$ cat src/rtl/iomem_timer.sv
// iomem_timer: memory-mapped prescaled up-counter with compare match,
// one-shot / auto-reload and a level interrupt, on the picoRV32 iomem bus.
//
// Ports:
//   clk, resetn            system clock, async active-low reset
//   iomem_valid/ready      bus request / one-cycle acknowledge
//   iomem_wstrb            byte write strobes (0 = read)
//   iomem_addr/wdata       byte address / write data
//   iomem_rdata            read data, nonzero only while iomem_ready=1
//   irq_out                MATCH & IRQEN, registered
//   pwm_out                only when TIMER_PWM_EN is defined
//
// Register map (addr[4:2]): 0 CTRL{IRQEN,RELOAD,EN}, 1 COMPARE, 2 COUNT,
// 3 PRESCALE, 4 STATUS{MATCH, W1C}, 5 DUTY (TIMER_PWM_EN only), 6-7 reserved.
// Optional feature macro: TIMER_PWM_EN.
module iomem_timer #(
  parameter logic [31:0] BASE_ADDR = 32'h0300_0000,
  parameter int          CNT_W     = 32,
  parameter int          PRE_W     = 16
) (
  input  logic        clk,
  input  logic        resetn,
  input  logic        iomem_valid,
  output logic        iomem_ready,
  input  logic [3:0]  iomem_wstrb,
  input  logic [31:0] iomem_addr,
  input  logic [31:0] iomem_wdata,
  output logic [31:0] iomem_rdata,
  output logic        irq_out
`ifdef TIMER_PWM_EN
  ,
  output logic        pwm_out
`endif
);

  logic             en_q, en_d, reload_q, reload_d, irqen_q, irqen_d;
  logic             match_q, match_d, irq_q, ready_q;
  logic [CNT_W-1:0] compare_q, compare_d, count_q, count_d;
  logic [PRE_W-1:0] prescale_q, prescale_d, pre_cnt_q, pre_cnt_d;
  logic [31:0]      rdata_q, rdata_d, rd_mux;
  logic             sel, acc, wr, tick, match_set, w1c;
  logic [2:0]       off;
`ifdef TIMER_PWM_EN
  logic [CNT_W-1:0] duty_q, duty_d;
  logic             pwm_q;
`endif

  logic unused_addr;
  assign unused_addr = ^{iomem_addr[7:5], iomem_addr[1:0]};

  // Replace the bytes of a 32-bit view of a register selected by the strobes.
  function automatic logic [31:0] wmerge(input logic [31:0] old, input logic [31:0] wd,
                                         input logic [3:0] st);
    logic [31:0] r;
    r = old;
    for (int b = 0; b < 4; b++)
      if (st[b]) r[8*b +: 8] = wd[8*b +: 8];
    return r;
  endfunction

  assign sel = iomem_valid && (iomem_addr[31:8] == BASE_ADDR[31:8]);
  // Accept only while not already acknowledging: one ack per two cycles.
  assign acc = sel && !ready_q;
  assign wr  = acc && (iomem_wstrb != 4'b0000);
  assign off = iomem_addr[4:2];

  always_comb begin
    rd_mux = '0;
    case (off)
      3'd0:    rd_mux = {29'd0, irqen_q, reload_q, en_q};
      3'd1:    rd_mux = 32'(compare_q);
      3'd2:    rd_mux = 32'(count_q);
      3'd3:    rd_mux = 32'(prescale_q);
      3'd4:    rd_mux = {31'd0, match_q};
`ifdef TIMER_PWM_EN
      3'd5:    rd_mux = 32'(duty_q);
`endif
      default: rd_mux = '0;
    endcase
  end

  always_comb begin
    en_d       = en_q;
    reload_d   = reload_q;
    irqen_d    = irqen_q;
    compare_d  = compare_q;
    count_d    = count_q;
    prescale_d = prescale_q;
    match_set  = 1'b0;
    w1c        = 1'b0;
`ifdef TIMER_PWM_EN
    duty_d     = duty_q;
`endif
    tick      = en_q && (pre_cnt_q == prescale_q);
    // pre_cnt wraps naturally if PRESCALE was lowered below it.
    pre_cnt_d = (!en_q || tick) ? '0 : pre_cnt_q + PRE_W'(1);
    if (tick) begin
      if (count_q == compare_q) begin
        match_set = 1'b1;
        if (reload_q) count_d = '0;
        else          en_d    = 1'b0;  // one-shot: COUNT holds at COMPARE
      end else begin
        count_d = count_q + CNT_W'(1);
      end
    end
    // Bus writes come last so they override tick effects in the same cycle.
    if (wr) begin
      case (off)
        3'd0: if (iomem_wstrb[0]) begin
          en_d     = iomem_wdata[0];
          reload_d = iomem_wdata[1];
          irqen_d  = iomem_wdata[2];
        end
        3'd1: compare_d  = CNT_W'(wmerge(32'(compare_q), iomem_wdata, iomem_wstrb));
        3'd2: count_d    = CNT_W'(wmerge(32'(count_q), iomem_wdata, iomem_wstrb));
        3'd3: prescale_d = PRE_W'(wmerge(32'(prescale_q), iomem_wdata, iomem_wstrb));
        3'd4: w1c        = iomem_wstrb[0] && iomem_wdata[0];
`ifdef TIMER_PWM_EN
        3'd5: duty_d     = CNT_W'(wmerge(32'(duty_q), iomem_wdata, iomem_wstrb));
`endif
        default: ;
      endcase
    end
    // A match set in the same cycle as a W1C wins.
    match_d = match_set || (match_q && !w1c);
    rdata_d = (acc && !wr) ? rd_mux : '0;
  end

  always_ff @(posedge clk or negedge resetn) begin
    if (!resetn) begin
      en_q <= 1'b0; reload_q <= 1'b0; irqen_q <= 1'b0;
      match_q <= 1'b0; irq_q <= 1'b0; ready_q <= 1'b0;
      compare_q <= '0; count_q <= '0; prescale_q <= '0; pre_cnt_q <= '0;
      rdata_q <= '0;
`ifdef TIMER_PWM_EN
      duty_q <= '0; pwm_q <= 1'b0;
`endif
    end else begin
      en_q <= en_d; reload_q <= reload_d; irqen_q <= irqen_d;
      match_q <= match_d;
      irq_q <= match_q && irqen_q;
      ready_q <= acc;
      compare_q <= compare_d; count_q <= count_d;
      prescale_q <= prescale_d; pre_cnt_q <= pre_cnt_d;
      rdata_q <= rdata_d;
`ifdef TIMER_PWM_EN
      duty_q <= duty_d;
      pwm_q  <= en_q && (count_q < duty_q);
`endif
    end
  end

  assign iomem_ready = ready_q;
  assign iomem_rdata = rdata_q;
  assign irq_out     = irq_q;
`ifdef TIMER_PWM_EN
  assign pwm_out     = pwm_q;
`endif

endmodule
$ cat config.mk
export PLATFORM = sky130hd
export DESIGN_NAME = iomem_timer
export DESIGN_NICKNAME = d
export VERILOG_FILES = /design/src/rtl/iomem_timer.sv
export SDC_FILE = /design/constraint.sdc
export NUM_CORES = 1
export LEC_CHECK = 0
export BUFFER_PORTS_ARGS = -buffer_cell sky130_fd_sc_hd__buf_2
export CAP_MARGIN = 20
export CELL_PAD_IN_SITES_DETAIL_PLACEMENT = 0
export CELL_PAD_IN_SITES_GLOBAL_PLACEMENT = 1
export CORE_ASPECT_RATIO = 0.8
export CORE_UTILIZATION = 48
export DETAILED_ROUTE_END_ITERATION = 10
export MAX_ROUTING_LAYER = met4
export PLACE_DENSITY = 0.83
export SLEW_MARGIN = 5
export SYNTH_ARGS = -nofsm -noshare
export SYNTH_HDL_FRONTEND = slang
export SYNTH_SLANG_ARGS = --single-unit
$ cat constraint.sdc
create_clock -name clk -period 3.6 [get_ports clk]
set_input_delay 0.36 -clock clk [delete_from_list [all_inputs] [get_ports clk]]
set_output_delay 0.36 -clock clk [all_outputs]
set_load 0.02 [all_outputs]
==> impl_metrics.env <==
export IMPL_status="complete, but fails checks"
export IMPL_violations="DRC"
export IMPL_finalPower_uw=3360
export IMPL_diodes=0
export IMPL_clock_latency_ps=420
export IMPL_cts_sinks=134
export IMPL_yosys_top_cells_count="134 x dfrtp_1, 67 x nor2_1, 66 x mux2_2"
export IMPL_h_tree_depth=4
export IMPL_netlist_area_mm2=0.00715
export IMPL_rsz0062_at_grt="no"
export IMPL_area_growth_pct=17.5
export IMPL_nets=864
export IMPL_max_clock_freq_mhz=332
export IMPL_post_synth_num_cell_types=53
export IMPL_die_area_mm2=0.0154
export IMPL_whs_ps=5.84
export IMPL_cts_tree="yes"
export IMPL_via_per_inst=6.09
export IMPL_cts_resized=0
export IMPL_worst_pin_slew_ps=967
export IMPL_antenna_found_initial=0
export IMPL_synthArstFlopShare=1.00
export IMPL_timing_setup_tns_ps=0
export IMPL_cts_hold_buf=0
export IMPL_synthTopCellsByArea="dfrtp_1 47%, mux2_2 10%, xnor2_1 4.9%, nor2_1 3.5%, a22oi_1 3.3%"
export IMPL_vdd_drop_max_uv=315
export IMPL_required_ps=3900
export IMPL_yosys_warnings=0
export IMPL_overflow=0
export IMPL_slew_violations=0
export IMPL_crit_fanout=12
export IMPL_root_buffer="clkbuf_16"
export IMPL_floorplan_initialDensity=0.496
export IMPL_start_kind="flop"
export IMPL_p_leak_uw=0.00389
export IMPL_gr_usage_all_layers=0.276
export IMPL_hold_viol_final=0
export IMPL_synth_nets=775
export IMPL_endpoint_kind="flop"
export IMPL_postRouteAntennaNets=0
export IMPL_routed_via_count=6016
export IMPL_worst_ep_arrival_time_ps=3320
export IMPL_fill_cells=1261
export IMPL_dr_pass1_iters=9
export IMPL_synth_flop_cell="dfrtp_1"
export IMPL_synth_seq_cells=134
export IMPL_finalWirelength_um=20000
export IMPL_cts_buffers=17
export IMPL_synth_seq_area_share=0.469
export IMPL_slew_headroom=0.352
export IMPL_clk_pin_slew_ps=60
export IMPL_min_delay_path_class="primary input to async pin"
export IMPL_yosysTopAreaCell="dfrtp_1"
export IMPL_avgSynthCellArea_um2=10.2
export IMPL_critical_path_class="flop to flop"
export IMPL_place_port_buffers=99
export IMPL_row_count=39
export IMPL_powerDensity_mw_per_mm2=399
export IMPL_grt_pass1_vias=5690
export IMPL_yosys_area_top_type_share=0.469
export IMPL_drc=22
export IMPL_place_gp_congestion=0.924
export IMPL_clock_skew_ps=8.33
export IMPL_first_iter_violations=654
export IMPL_io_pins=105
export IMPL_clockBufferDepth=2
export IMPL_core_area_mm2=0.0144
export IMPL_drive_gt1_frac=0.282
export IMPL_cap_violations=0
export IMPL_post_cts_setup_buffer_count=0
export IMPL_die_x_um=138
export IMPL_yosysMostFrequentCell="dfrtp_1"
export IMPL_finalCriticalPeriod_ps=3020
export IMPL_dpl_hpwl_um=14400
export IMPL_grt_max_degree=88
export IMPL_finalSetupViolCount=0
export IMPL_drt_wirelength_per_cell_um=20.3
export IMPL_synth_edff_count=0
export IMPL_fin_crit_sh=0.838
export IMPL_syn_inst=702
export IMPL_grt_pass1_wl_um=31700
export IMPL_die_h_um=111
## stage by stage
step                utilization  setup slack [ps]  instances  area, um^2
floorplan                     -              1370        702        7150
global placement          0.543               731        955        7810
detailed placement        0.543               716        955        7810
CTS                       0.583               695        987        8390
global route              0.583               416        988        8400
finish                    0.583               584        988        8400
## worst max-delay path, cell delays in order (launching register included)
cell      delay, ps
dfrtp_1         470
xnor2_1         400
nand4_1         200
nor4_1          450
and2_1          450
nand2b_1        540
nor3_1          110
a221o_1         270
## final cells by class
type                            instances  area (um^2)  share of cell area
Tap cell                              184          230              0.0274
Clock buffer                           23          478              0.0569
Clock inverter                          9          100              0.0119
Inverter                               14         52.6             0.00626
Timing Repair Buffer                  114          631              0.0751
Sequential cell                       134         3350               0.399
Multi-Input combinational cell        510         3550               0.423
## where the power goes
part           total [uW]  switching (uW)  internal, uW
clock                1710             643          1070
sequential           1510           0.538          1510
combinational         137            89.4          47.7
## registers in the layout (all words and copies together) (netlist names)
signal	count
irq_out	1
compare_q	32
irqen_q	1
match_q	1
en_q	1
iomem_rdata	32
reload_q	1
count_q	32
pre_cnt_q	16
iomem_ready	1
prescale_q	16
## routing by layer
metal  global-route usage  up-vias  routed length, um
li1                     -     2727                  -
met1                0.399     3029               9520
met2                0.388      246               8680
met3               0.0695       14               1620
met4               0.0637        0                224
met5                    -        -                  0
## final timing paths
check                                 from       endpoint  slack (ps)  depth (start not counted)
max                             count_q[0]    count_q[16]         580                          7
min                                 resetn  prescale_q[1]           6                          1
max reg2reg                     count_q[0]    count_q[16]         580                          7
min reg2reg                        irqen_q        irq_out         510                          1
max in group asynchronous           resetn  compare_q[25]        2850                          2
min in group clk           iomem_wdata[21]    count_q[21]         160                          3
## kinds of logic after synthesis
| family | synth area share |
|---|---|
| compound gates | 0.109 |
| buf+inv | 0.0341 |
| simple gates | 0.190 |
| fa+ha+maj | 0.00350 |
| mux | 0.117 |
| xor+xnor | 0.0772 |
| flops | 0.469 |
## placed cells by master, fill, tap and decap left out, drive strengths merged, types with 7 or more instances in the layout
cell | synthesis | layout
nor3 | 10 | 10
inv | 14 | 14
nand2 | 47 | 47
mux2 | 66 | 66
xnor2 | 40 | 40
clkbuf | 24 | 23
mux2i | 7 | 7
nor2 | 69 | 69
buf | 20 | 114
nand4 | 24 | 24
o21ai | 23 | 23
nor2b | 8 | 8
o22ai | 13 | 13
a21oi | 18 | 18
a31oi | 7 | 7
nand3 | 32 | 32
a22oi | 31 | 31
nor4 | 16 | 16
xor2 | 23 | 23
dfrtp | 134 | 134
or3 | 13 | 13
and3 | 11 | 11
Power figures use the tool's default switching activity.
